==> config.mk <==
export PLATFORM = sky130hd
export DESIGN_NAME = con_port_arbiter
export DESIGN_NICKNAME = d
export VERILOG_FILES = /design/src/rtl/con_arb_pkg.sv /design/src/rtl/con_rr_pick.sv /design/src/rtl/con_port_arbiter.sv
export SDC_FILE = /design/constraint.sdc
export NUM_CORES = 1
export LEC_CHECK = 0
export BUFFER_PORTS_ARGS = -buffer_cell sky130_fd_sc_hd__buf_2
export CORE_MARGIN = 1.5
export CORE_UTILIZATION = 35
export DETAILED_ROUTE_END_ITERATION = 10
export GPL_ROUTABILITY_DRIVEN = 1
export PLACE_DENSITY = 0.78
export SLEW_MARGIN = 20
export SYNTH_ARGS = -nofsm -noshare
export SYNTH_HDL_FRONTEND = slang
export SYNTH_SLANG_ARGS = --single-unit
==> constraint.sdc <==
create_clock -name con_clk -period 2.6 [get_ports con_clk]
set_input_delay 0.13 -clock con_clk [delete_from_list [all_inputs] [get_ports con_clk]]
set_output_delay 0.13 -clock con_clk [all_outputs]
set_load 0.01 [all_outputs]
==> src/rtl/con_arb_pkg.sv <==
// Shared types, default widths and strobe legality helper for the datamem port-B arbiter.
package con_arb_pkg;

    localparam int NREQ_DEF   = 3;
    localparam int ADDR_W_DEF = 10;
    localparam int DATA_W_DEF = 32;
    localparam int STRB_W     = 4;

    typedef enum logic [1:0] {
        IDLE   = 2'd0,
        ACCESS = 2'd1,
        RESP   = 2'd2
    } arb_state_e;

    // Only full word, aligned half words and single bytes may be written; 0000 is a read.
    function automatic logic strobe_legal(input logic [STRB_W-1:0] we);
        logic ok;
        case (we)
            4'b1111, 4'b0011, 4'b1100,
            4'b0001, 4'b0010, 4'b0100, 4'b1000,
            4'b0000: ok = 1'b1;
            default: ok = 1'b0;
        endcase
        return ok;
    endfunction

endpackage

==> src/rtl/con_rr_pick.sv <==
// Combinational round-robin picker: first unmasked requester after last_grant wins.
module con_rr_pick
    import con_arb_pkg::*;
#(
    parameter int NREQ  = NREQ_DEF,
    parameter int IDX_W = 2
) (
    input  logic [NREQ-1:0]  req,
    input  logic [NREQ-1:0]  mask,
    input  logic [IDX_W-1:0] last_grant,
    output logic [NREQ-1:0]  grant,
    output logic [IDX_W-1:0] grant_idx,
    output logic             any_grant
);

    logic [NREQ-1:0] eligible_s;

    assign eligible_s = req & ~mask;

    // Scan offsets 1..NREQ from last_grant; the first eligible candidate wins.
    always_comb begin
        grant     = '0;
        grant_idx = '0;
        any_grant = 1'b0;
        for (int off = 1; off <= NREQ; off++) begin
            for (int i = 0; i < NREQ; i++) begin
                if (!any_grant && eligible_s[i] &&
                    ((int'(last_grant) + off == i) || (int'(last_grant) + off == i + NREQ))) begin
                    any_grant = 1'b1;
                    grant[i]  = 1'b1;
                    grant_idx = IDX_W'(i);
                end else begin
                    any_grant = any_grant;
                end
            end
        end
    end

endmodule

==> src/rtl/con_port_arbiter.sv <==
// Arbitrates protocol controllers onto datamem port B: IDLE -> ACCESS -> RESP, one transaction per 3 cycles.
module con_port_arbiter
    import con_arb_pkg::*;
#(
    parameter int NREQ   = NREQ_DEF,
    parameter int ADDR_W = ADDR_W_DEF,
    parameter int DATA_W = DATA_W_DEF
) (
    input  logic                     con_clk,
    input  logic                     rst,
    input  logic [NREQ-1:0]          req,
    input  logic [STRB_W*NREQ-1:0]   req_we,
    input  logic [ADDR_W*NREQ-1:0]   req_addr,
    input  logic [DATA_W*NREQ-1:0]   req_wdata,
    output logic [NREQ-1:0]          ack,
    output logic                     err,
    output logic [DATA_W-1:0]        rdata,
    output logic [STRB_W-1:0]        con_write,
    output logic [ADDR_W-1:0]        con_addr,
    output logic [DATA_W-1:0]        con_in,
    input  logic [DATA_W-1:0]        con_out
);

    localparam int IDX_W = (NREQ > 1) ? $clog2(NREQ) : 1;

    arb_state_e         state_r, state_s;
    logic [NREQ-1:0]    grant_s;
    logic [IDX_W-1:0]   grant_idx_s;
    logic               any_grant_s;
    logic [STRB_W-1:0]  sel_we_s;
    logic [ADDR_W-1:0]  sel_addr_s;
    logic [DATA_W-1:0]  sel_wdata_s;
    logic               sel_legal_s;
    logic [NREQ-1:0]    ack_next_s;

    logic [IDX_W-1:0]   last_grant_r;
    logic [IDX_W-1:0]   win_idx_r;
    logic [STRB_W-1:0]  win_we_r;
    logic               win_ill_r;
    logic [NREQ-1:0]    ack_r;
    logic               err_r;
    logic [DATA_W-1:0]  rdata_r;
    logic [STRB_W-1:0]  con_write_r;
    logic [ADDR_W-1:0]  con_addr_r;
    logic [DATA_W-1:0]  con_in_r;

    // A requester whose ack is high this cycle is masked so it cannot be granted twice in a row.
    con_rr_pick #(
        .NREQ  (NREQ),
        .IDX_W (IDX_W)
    ) u_pick (
        .req        (req),
        .mask       (ack_r),
        .last_grant (last_grant_r),
        .grant      (grant_s),
        .grant_idx  (grant_idx_s),
        .any_grant  (any_grant_s)
    );

    // One-hot mux of the winning requester's strobe, address and data.
    always_comb begin
        sel_we_s    = '0;
        sel_addr_s  = '0;
        sel_wdata_s = '0;
        for (int i = 0; i < NREQ; i++) begin
            if (grant_s[i]) begin
                sel_we_s    = sel_we_s    | req_we[STRB_W*i +: STRB_W];
                sel_addr_s  = sel_addr_s  | req_addr[ADDR_W*i +: ADDR_W];
                sel_wdata_s = sel_wdata_s | req_wdata[DATA_W*i +: DATA_W];
            end else begin
                sel_we_s    = sel_we_s;
                sel_addr_s  = sel_addr_s;
                sel_wdata_s = sel_wdata_s;
            end
        end
        sel_legal_s = strobe_legal(sel_we_s);
    end

    // Decode the latched winner index into the ack vector for the RESP cycle.
    always_comb begin
        ack_next_s = '0;
        for (int i = 0; i < NREQ; i++) begin
            if (win_idx_r == IDX_W'(i)) begin
                ack_next_s[i] = 1'b1;
            end else begin
                ack_next_s[i] = 1'b0;
            end
        end
    end

    // Next-state logic.
    always_comb begin
        state_s = state_r;
        case (state_r)
            IDLE: begin
                if (any_grant_s) begin
                    state_s = ACCESS;
                end else begin
                    state_s = IDLE;
                end
            end
            ACCESS:  state_s = RESP;
            RESP:    state_s = IDLE;
            default: state_s = IDLE;
        endcase
    end

    // State register.
    always_ff @(posedge con_clk or posedge rst) begin
        if (rst) begin
            state_r <= IDLE;
        end else begin
            state_r <= state_s;
        end
    end

    // Datapath: con_write is loaded on the grant edge so it is live exactly during ACCESS.
    always_ff @(posedge con_clk or posedge rst) begin
        if (rst) begin
            last_grant_r <= IDX_W'(NREQ - 1);
            win_idx_r    <= '0;
            win_we_r     <= '0;
            win_ill_r    <= 1'b0;
            ack_r        <= '0;
            err_r        <= 1'b0;
            rdata_r      <= '0;
            con_write_r  <= '0;
            con_addr_r   <= '0;
            con_in_r     <= '0;
        end else begin
            ack_r       <= '0;
            err_r       <= 1'b0;
            con_write_r <= '0;
            case (state_r)
                IDLE: begin
                    if (any_grant_s) begin
                        win_idx_r   <= grant_idx_s;
                        win_we_r    <= sel_we_s;
                        win_ill_r   <= ~sel_legal_s;
                        con_addr_r  <= sel_addr_s;
                        con_in_r    <= sel_wdata_s;
                        con_write_r <= sel_legal_s ? sel_we_s : 4'b0000;
                    end else begin
                        win_idx_r <= win_idx_r;
                    end
                end
                ACCESS: begin
                    win_idx_r <= win_idx_r;
                end
                RESP: begin
                    ack_r        <= ack_next_s;
                    err_r        <= win_ill_r;
                    last_grant_r <= win_idx_r;
                    if (!win_ill_r && (win_we_r == 4'b0000)) begin
                        rdata_r <= con_out;
                    end else begin
                        rdata_r <= rdata_r;
                    end
                end
                default: begin
                    win_idx_r <= win_idx_r;
                end
            endcase
        end
    end

    assign ack       = ack_r;
    assign err       = err_r;
    assign rdata     = rdata_r;
    assign con_write = con_write_r;
    assign con_addr  = con_addr_r;
    assign con_in    = con_in_r;

endmodule

==> results of run 1 <==
==> report_power, final <==
group,total (W),internal [W],leakage [nW],switching [W]
Clock,0.00121,0.000700,0.134,0.000509
Sequential,0.00245,0.00212,1.16,0.000328
Combinational,0.00405,0.00177,1.71,0.00228
==> cells in the mapped netlist, drive strengths merged, types with 2 or more instances <==
master   number
a2111oi       4
a222oi       46
a22oi         2
and3b         2
buf           3
clkbuf       26
dfrtp        92
ha            4
inv           6
mux2         34
nand2        48
nand2b        4
nor2          9
nor2b         3
nor3          4
nor3b         2
o21ai        49
==> sequential cells by signal, summed over array words and instances (netlist names) <==
register,cells
ack,3
err,1
state_r,2
win_we_r,4
con_in,32
con_write,4
win_idx_r,2
rdata,32
last_grant_r,2
con_addr,10
win_ill_r,1
==> repair_timing <==
action	CTS	global route
setup endpoints to repair	4	6
hold buffers	1	0
setup buffers	6	3
pin swaps	8	8
gates resized for setup	10	17
hold endpoints to repair	39	0
cloned	0	0
==> kinds of logic after synthesis <==
group	Yosys count	share of synthesized area (%)
AO/OA/AOI/OAI	106	19.9
flip-flops	93	57.6
AND/OR/NAND/NOR	75	8.30
buffers and inverters	35	3.28
multiplexers	34	9.47
adder cells (fa/ha/maj)	4	1.24
XOR/XNOR	1	0.217
==> per-stage QoR <==
| stage | utilization, % | hold slack (ns) | power (W) | setup TNS (ns) | setup slack (ns) |
|---|---|---|---|---|---|
| global route | 53.1 | 0.0204 | 0.00829 | -0.986 | -0.215 |
| floorplan | - | 0.281 | 0.00474 | 0 | 0.00937 |
| global placement | 49.0 | 0.200 | 0.00589 | -0.0707 | -0.0345 |
| finish | 53.1 | 0.0227 | 0.00771 | -0.381 | -0.0934 |
| detailed placement | 49.0 | 0.212 | 0.00611 | -0.539 | -0.181 |
| CTS | 52.2 | 0.00610 | 0.00749 | 0 | 0.00813 |
==> final cells by class <==
| type | count | area, um^2 | share of cell area [%] |
|---|---|---|---|
| flip-flops and latches | 93 | 2330 | 38.8 |
| multi-input cells | 220 | 1720 | 28.6 |
| repair buffers | 279 | 1480 | 24.6 |
| clock buffers | 15 | 268 | 4.46 |
| well taps | 143 | 179 | 2.98 |
| inverters | 6 | 30.0 | 0.500 |
| clock inverters | 1 | 5.00 | 0.0833 |
==> routing by layer <==
| metal | GRT usage (%) | share of wire [%] | vias up |
|---|---|---|---|
| li1 | - | - | 1855 |
| met1 | 23.7 | 39 | 1934 |
| met2 | 36.3 | 52 | 223 |
| met3 | 4.83 | 7.1 | 17 |
| met4 | 10.6 | 1.8 | 2 |
| met5 | 0 | 0.095 | - |
==> how the worst max path moves through the flow <==
stage,from,to,slack (ns),cells past startpoint
floorplan,last_grant_r[1]$_DFFE_PP1P_,con_write[0]$_DFF_PP0_,0.009,8
global placement,last_grant_r[1]$_DFFE_PP1P_,con_write[0]$_DFF_PP0_,-0.03,9
detailed placement,last_grant_r[1]$_DFFE_PP1P_,con_write[0]$_DFF_PP0_,-0.18,9
CTS,last_grant_r[1]$_DFFE_PP1P_,con_write[0]$_DFF_PP0_,0.008,10
global route,last_grant_r[1]$_DFFE_PP1P_,con_write[0]$_DFF_PP0_,-0.21,8
finish,last_grant_r[1]$_DFFE_PP1P_,con_write[2]$_DFF_PP0_,-0.09,9
==> flow_summary.yaml, run 1 <==
cells_and_area:
  drive_gt1_share_pct: 56.7
  area_delta_synth_final_pct: 48.6
  fill_cells: 979
  fin_cells: 757
  finalNetCount: 788
  diodes: 0
  post-route-cell-area_mm2: 0.00601
  final_common_cell: "buf_2"
  final_cell_mix: "256 x buf_2, 92 x dfrtp_1, 48 x nand2_1"
place:
  placedCellCount: 732
  portBuffers: 256
  dpl-instance-area_mm2: 0.00555
  finalWeightedCongestion: 0.882
  dpl.hpwl_mm: 9.33
yosys:
  syn_area_per_cell_um2: 11.6
  yosysWarnings: 0
  synthFlopType: "dfrtp_1"
  ys_seq_area_share_pct: 57.6
  synth_cell_types: 30
  yosys-top-cells-area: "dfrtp_1 57%, a222oi_1 11%, mux2_2 9.5%"
  synth-edff-count: 0
  ys_ff_latch: 93
  synthArstFlopShare_pct: 100
  syn-num-nets: 527
  synth_area_mm2: 0.00404
  syn_inst: 348
  synth_top_area_share_pct: 57.0
  synth_area_leader_cell: "dfrtp_1"
global_routing:
  grt_usage_pct: 20.7
  antenna_found_initial: 1
  overflow: 0
  grt_pass1_vias: 4158
  grt_pass1_wl_mm: 20.3
  grt_max_degree: 55
critical_path:
  cp_max_fo: 4
  r2r_cells: 9
  path_cells: "inv_4 > ha_4 > a211o_1 > o211a_1 > a222oi_1 > ha_2 > inv_4 > nor2_2 > a2111oi_4"
  slowest_delay_ns: 0.57
  path_class: "reg -> reg"
  crit_buf_inv: 2
  ff2ff_setup_slack_ns: -0.09
  crit_path_frequent_cell: "inv_4"
  crit_required_ns: 2.83
  arrival_ns: 2.92
  end_kind: "flip-flop"
  r2r_end: "con_write[2]$_DFF_PP0_"
  timing.rr.start: "last_grant_r[1]$_DFFE_PP1P_"
  slowest_stage: "dfstp_2"
  start_kind: "flip-flop"
  path_delay_family: "compound AO/OA/AOI/OAI gates"
cts:
  path_clk_slew_ns: 0.06
  ctsRootBufferMaster: "clkbuf_16"
  clock_sinks: 93
  max-clock-path-buffers: 2
  htreeDepth: 3
  cts_buffers: 9
  cts_tree: "yes"
  insertion_delay_ns: 0.34
pwr:
  p_leak_nw: 3.01
  p_per_area_mw_per_mm2: 1280
  peakVddDrop_uv: 805
route:
  drc: 0
  ant_nets: 0
  dr_total_vias: 4031
  drt_pass1_iterations: 9
  wirelength_mm: 12.6
  wl_per_cell_um: 16.7
  drtIter0Drc: 457
  vias_per_cell: 5.32
die:
  core.rowCount: 39
  die_w_um: 110
  dieHeight_um: 110
  ios: 257
  start_util_pct: 35.7
  core_mm2: 0.0113
  dieArea_mm2: 0.0122
outcome:
  status: "complete, but fails checks"
  violations: "negative setup slack"
job:
  cap_violations: 0
sta:
  finalCriticalPeriod_ns: 2.69
  clock_skew_ns: 0.00518
  setup_slack_ns: -0.0934
  worstMarginPinSlew_ns: 0.518
  finalSetupViolations: 5
  period_share_pct: 104
  drv_slew: 0
  timing.slew.headroom_pct: 65.4
  fmax_mhz: 371
  hold_violations: 0
  rsz0062_at_grt: "true"
hold_path:
  min_path_type: "in -> reg"
  worstHoldEndpoint: "rdata[22]$_DFFE_PP0P_"
  holdCritStartpoint: "con_out[22]"
  hold_depth: 2
Note: power is estimated with default switching activity, not from simulation.
==> run 2: changes to the inputs <==
- SYNTH_HIERARCHICAL: not set -> 1
==> run 2 against run 1 <==
The flow now finishes without violations. Utilization down 0.60 points. Critical path depth grew 1. Combinational power down 14%. Synthesized cell count grew 1.7%. Design area is 0.71% lower. Worst hold slack barely moved. Clock-buffer cell count fell by 3. Cell count increased by 0.92%. Global-route usage decreased by 0.44 points. Largest power group unchanged. Clock power hardly changed. Via count decreased by 0.92%. Critical endpoint is now win_ill_r$_DFFE_PP0P_.
==> flow_summary.yaml, run 2 <==
outcome:
  status: "complete, no violations"
yosys:
  synth-simple-area-share_pct: 8.62
  synthArstFlopShare_pct: 100
  synth_mux_area_share_pct: 9.42
  synth_compound_area_share_pct: 19.4
  syn_area_per_cell_um2: 11.5
  syn_inst: 354
  synth_area_mm2: 0.00406
  synth.most_common_cell: "dfrtp_1"
  ys_ff_latch: 93
  ys_seq_area_share_pct: 57.3
  syn-num-nets: 533
  synthFlopType: "dfrtp_1"
  synth-adder-area-share_pct: 1.23
  synth_top_area_share_pct: 56.7
  synthXorXnorAreaFrac_pct: 0.216
  yosys-top-cells-area: "dfrtp_1 57%, a222oi_1 11%, mux2_2 9.1%"
  synth_area_leader_cell: "dfrtp_1"
  synth-edff-count: 0
  synth_common_cells: "92 x dfrtp_1, 55 x nand2_1, 46 x a222oi_1, 46 x o21ai_0, 33 x mux2_2"
  synth_cell_types: 33
  synth_top_family_by_area: "compound AO/OA/AOI/OAI gates"
  yosysWarnings: 6
cts:
  cts_tree: "yes"
  htreeDepth: 3
  ctsRootBufferMaster: "clkbuf_16"
  clock_sinks: 93
  cts_buffers: 9
  max-clock-path-buffers: 2
  path_clk_slew_ns: 0.06
  insertion_delay_ns: 0.34
critical_path:
  startpoint: "last_grant_r[1]$_DFFE_PP1P_"
  r2r_cells: 10
  crit_required_ns: 2.80
  path_class: "reg -> reg"
  timing.rr.start: "last_grant_r[1]$_DFFE_PP1P_"
  start_kind: "flip-flop"
  end_kind: "flip-flop"
  critical_path.endpoint: "win_ill_r$_DFFE_PP0P_"
  r2r_end: "win_ill_r$_DFFE_PP0P_"
  ff2ff_setup_slack_ns: 0.07
  cp_max_fo: 5
  arrival_ns: 2.73
global_routing:
  grt_usage_pct: 20.3
  overflow: 0
  grt_pass1_wl_mm: 19.9
  grt_max_degree: 57
  grt_pass1_vias: 3983
  antenna_found_initial: 0
die:
  start_util_pct: 35.7
  dieArea_mm2: 0.0123
  ios: 257
  die_w_um: 111
  core_mm2: 0.0114
  core.rowCount: 39
  dieHeight_um: 111
route:
  ant_nets: 0
  drt_pass1_iterations: 6
  vias_per_cell: 5.23
  dr_total_vias: 3994
  wirelength_mm: 12.6
  drtIter0Drc: 286
  wl_per_cell_um: 16.4
  drc: 0
sta:
  timing.slew.headroom_pct: 67.9
  fmax_mhz: 396
  hold_violations: 0
  worstMarginPinSlew_ns: 0.482
  finalCriticalPeriod_ns: 2.53
  clock_skew_ns: 0.00932
  finalSetupViolations: 0
  drv_slew: 0
  period_share_pct: 97.2
place:
  portBuffers: 256
  dpl.hpwl_mm: 9.63
  finalWeightedCongestion: 0.828
  placedCellCount: 738
cells_and_area:
  area_delta_synth_final_pct: 46.8
  drive_gt1_share_pct: 55.1
  final_common_cell: "buf_2"
  diodes: 0
  final_cell_mix: "256 x buf_2, 92 x dfrtp_1, 54 x nand2_1"
  fin_cells: 764
  finalNetCount: 796
pwr:
  peakVddDrop_uv: 555
  fin_total_pwr_w: 0.00715
  p_leak_nw: 3.02
  p_per_area_mw_per_mm2: 1200
job:
  cap_violations: 0
hold_path:
  min_path_type: "in -> reg"
==> run 2: cell count changes after synthesis, sizes merged, moves of 3 or more <==
cell     before  now
a2111oi       4    0
nand2        48   55
a21oi         0    4
nor2          9    6
buf           3    6
==> run 2: through the flow <==
stage	TNS [ns]	worst slack [ns]	instance area, um^2	util, %	hold WS (ns)
floorplan	0	0.0513	4060	-	0.262
global placement	0	0.0928	5560	48.9	0.185
detailed placement	-0.118	-0.108	5560	48.9	0.202
CTS	0	0.0389	5900	51.9	0.00860
global route	-0.0287	-0.0287	5960	52.5	0.0199
finish	0	0.0726	5960	52.5	0.0224
==> run 2: worst min path at each step <==
stage,end,start,slack [ns],cells after the start
after floorplan,rdata[23]$_DFFE_PP0P_,con_out[23],0.26,1
after global placement,rdata[0]$_DFFE_PP0P_,rst,0.18,2
after detailed placement,rdata[6]$_DFFE_PP0P_,rst,0.20,2
after CTS,rdata[23]$_DFFE_PP0P_,con_out[23],0.009,2
after global routing,rdata[23]$_DFFE_PP0P_,con_out[23],0.02,2
final,rdata[23]$_DFFE_PP0P_,con_out[23],0.02,2
==> run 2: logic make-up after synthesis <==
family,Yosys count
mux,34
buf+inv,36
flops,93
fa+ha+maj,4
xor+xnor,1
compound gates,106
simple gates,80
==> run 2: power by group <==
| group | switching [W] | total, W | internal, W |
|---|---|---|---|
| registers | 0.000324 | 0.00243 | 0.00211 |
| clock network | 0.000523 | 0.00122 | 0.000695 |
| logic | 0.00194 | 0.00350 | 0.00156 |
==> run 2: timing repair <==
| action | 4_1_cts | 5_1_grt |
|---|---|---|
| hold endpoints to repair | 37 | 0 |
| pin swaps | 5 | 5 |
| setup buffers | 6 | 4 |
| hold buffers | 1 | 0 |
| setup endpoints to repair | 3 | 6 |
| cloned | 0 | 0 |
| gates resized for setup | 1 | 7 |
==> run 2: final cells by class <==
class,instances,area (um^2)
clock buffer,12,256
clock inverter,3,21.3
fill,992,5410
inverter,6,25.0
multi-input combinational,225,1660
sequential,93,2330
tap,143,179
timing repair buffer,282,1490
==> run 2: layer usage <==
metal,share of wire (%),GRT usage [%],vias up
met2,51,35.9,229
li1,-,-,1870
met3,8.7,5.08,24
met1,38,23.7,1871
met5,0,0,-
met4,2.2,7.69,0
==> run 2: critical path, cell delays in order (launching register included) <==
cell	delay [ns]
dfstp_2	0.55
inv_2	0.06
ha_4	0.29
inv_1	0.07
o21ai_4	0.16
a221oi_4	0.09
a222oi_1	0.42
ha_1	0.33
nand2b_1	0.13
o221ai_2	0.13
a21boi_1	0.15
==> run 3: changes to the inputs <==
- BUFFER_PORTS_ARGS: -buffer_cell sky130_fd_sc_hd__buf_2 -> -buffer_cell sky130_fd_sc_hd__clkbuf_2
- RECOVER_POWER: not set -> 50
==> run 3 against run 2 <==
The run now ends with max-capacitance violations left. Setup slack improved by 0.014 ns. Design area decreased by 0.44%. Critical path depth unchanged. Non-clock buffer count increased by 6. Clock-buffer cell count decreased by 2. Largest power group unchanged. Highest routed layer unchanged.
==> flow_summary.yaml, run 3 (synthesis results as in run 2) <==
outcome:
  status: "complete, but fails checks"
  violations: "max-capacitance violations"
global_routing:
  overflow: 0
  grt_pass1_vias: 4066
  antenna_found_initial: 0
  grt_usage_pct: 19.9
  grt_max_degree: 57
  grt_pass1_wl_mm: 19.5
place:
  portBuffers: 256
  finalWeightedCongestion: 0.841
  dpl.hpwl_mm: 9.35
  post-place-ws_ns: -0.0871
  dpl-instance-area_mm2: 0.00556
sta:
  setup_slack_ns: 0.0862
  tns_ns: 0
  fmax_mhz: 398
  timing.slew.headroom_pct: 0.785
  finalSetupViolations: 0
  drv_slew: 0
  finalCriticalPeriod_ns: 2.51
  worstMarginPinSlew_ns: 1.49
  hold_violations: 0
  rsz0062_at_grt: "true"
  clock_skew_ns: 0.0117
  period_share_pct: 96.7
job:
  cap_violations: 1
cells_and_area:
  utilization_pct: 52.2
  drive_gt1_share_pct: 42.4
  final_cell_mix: "174 x clkbuf_2, 92 x dfrtp_1, 83 x clkbuf_1"
  finalNetCount: 802
  multi_input_area_mm2: 0.00167
  area_delta_synth_final_pct: 46.1
  final_common_cell: "clkbuf_2"
  diodes: 0
  fill_cells: 1015
  post-route-cell-area_mm2: 0.00594
  seqCellArea_mm2: 0.00233
critical_path:
  cp_max_fo: 6
  crit_buf_inv: 2
  arrival_ns: 2.73
  end_kind: "flip-flop"
  path_delay_family: "compound AO/OA/AOI/OAI gates"
  start_kind: "flip-flop"
  crit_required_ns: 2.81
  path_cells: "inv_4 > ha_4 > o211ai_1 > buf_4 > a21oi_4 > a222oi_1 > ha_1 > nand2b_1 > o221ai_2 > a21boi_2"
  slowest_stage: "dfstp_2"
  slowest_delay_ns: 0.57
  path_class: "reg -> reg"
pwr:
  p_leak_nw: 2.83
  p_clk_share_pct: 18.4
  power.switching_w: 0.00283
  pwr-share-seq_pct: 34.1
  internal_power_w: 0.00433
  switching_share_pct: 39.6
  comb_power_share_pct: 47.6
  peakVddDrop_uv: 624
  p_per_area_mw_per_mm2: 1210
route:
  drtIter0Drc: 295
  drc: 0
  drt_pass1_iterations: 8
  wirelength_mm: 12.3
  ant_nets: 0
  vias_per_cell: 5.15
  dr_total_vias: 3973
  wl_per_cell_um: 16.0
die:
  ios: 257
  die_w_um: 111
  dieArea_mm2: 0.0123
  core.rowCount: 39
  core_mm2: 0.0114
  start_util_pct: 35.7
  dieHeight_um: 111
hold_path:
  min_path_type: "in -> reg"
cts:
  htreeDepth: 3
  insertion_delay_ns: 0.34
  cts_buffers: 9
  cts_tree: "yes"
  clock_sinks: 93
  ctsRootBufferMaster: "clkbuf_16"
  max-clock-path-buffers: 2
  path_clk_slew_ns: 0.07
==> run 3: cell count changes in the layout (fill, tap and decap cells not counted), moves of 2 or more <==
cell      change
buf_2       -256
clkbuf_2    +174
clkbuf_1     +82
buf_4         +6
inv_6         +3
clkbuf_8      -2
==> run 3: layer usage <==
layer	global-route usage [%]	up-vias	part of all wire, %
li1	-	1881	-
met1	22.4	1834	38
met4	10.3	0	3.0
met2	35.0	226	51
met5	0	-	0
met3	4.81	32	8.1
==> run 3: power by group through the flow <==
stage	sequential, W	combinational (W)	clock, W
5_1_grt	0.00251	0.00376	0.00143
6_report	0.00244	0.00341	0.00132
3_5_place_dp	0.00246	0.00331	0
2_1_floorplan	0.00269	0.00178	0
3_3_place_gp	0.00243	0.00317	0
4_1_cts	0.00244	0.00342	0.00136
==> run 3: final cells by class <==
class	count	area share (%)
repair buffers	288	24.1
clock buffers	10	3.86
well taps	143	3.01
inverters	6	0.421
clock inverters	6	1.18
multi-input cells	225	28.2
flip-flops and latches	93	39.2
==> run 3: final timing paths <==
path | end | cells after the start | startpoint | slack [ns]
worst max-delay path | win_ill_r$_DFFE_PP0P_ | 10 | last_grant_r[1]$_DFFE_PP1P_ | 0.09
worst min-delay path | rdata[23]$_DFFE_PP0P_ | 2 | con_out[23] | 0.02
worst max register to register | win_ill_r$_DFFE_PP0P_ | 10 | last_grant_r[1]$_DFFE_PP1P_ | 0.09
worst min register to register | state_r[1]$_DFF_PP0_ | 1 | state_r[1]$_DFF_PP0_ | 0.46
max in group asynchronous | last_grant_r[1]$_DFFE_PP1P_ | 4 | rst | 0.81
min in group asynchronous | rdata[3]$_DFFE_PP0P_ | 3 | rst | 0.78
==> run 3: what timing repair did <==
action | CTS | global route
hold buffers | 1 | 0
pin swaps | 6 | 6
endpoints found under the setup margin | 2 | 6
setup buffers | 9 | 7
resized for setup | 2 | 8
endpoints found under the hold margin | 37 | 0
==> run 3: per-stage QoR <==
stage | hold WS (ns) | std cells | total power (W)
floorplan | 0.262 | 354 | 0.00448
global placement | 0.177 | 738 | 0.00560
detailed placement | 0.193 | 738 | 0.00577
CTS | 0.00794 | 764 | 0.00723
global route | 0.0149 | 771 | 0.00770
finish | 0.0192 | 771 | 0.00716
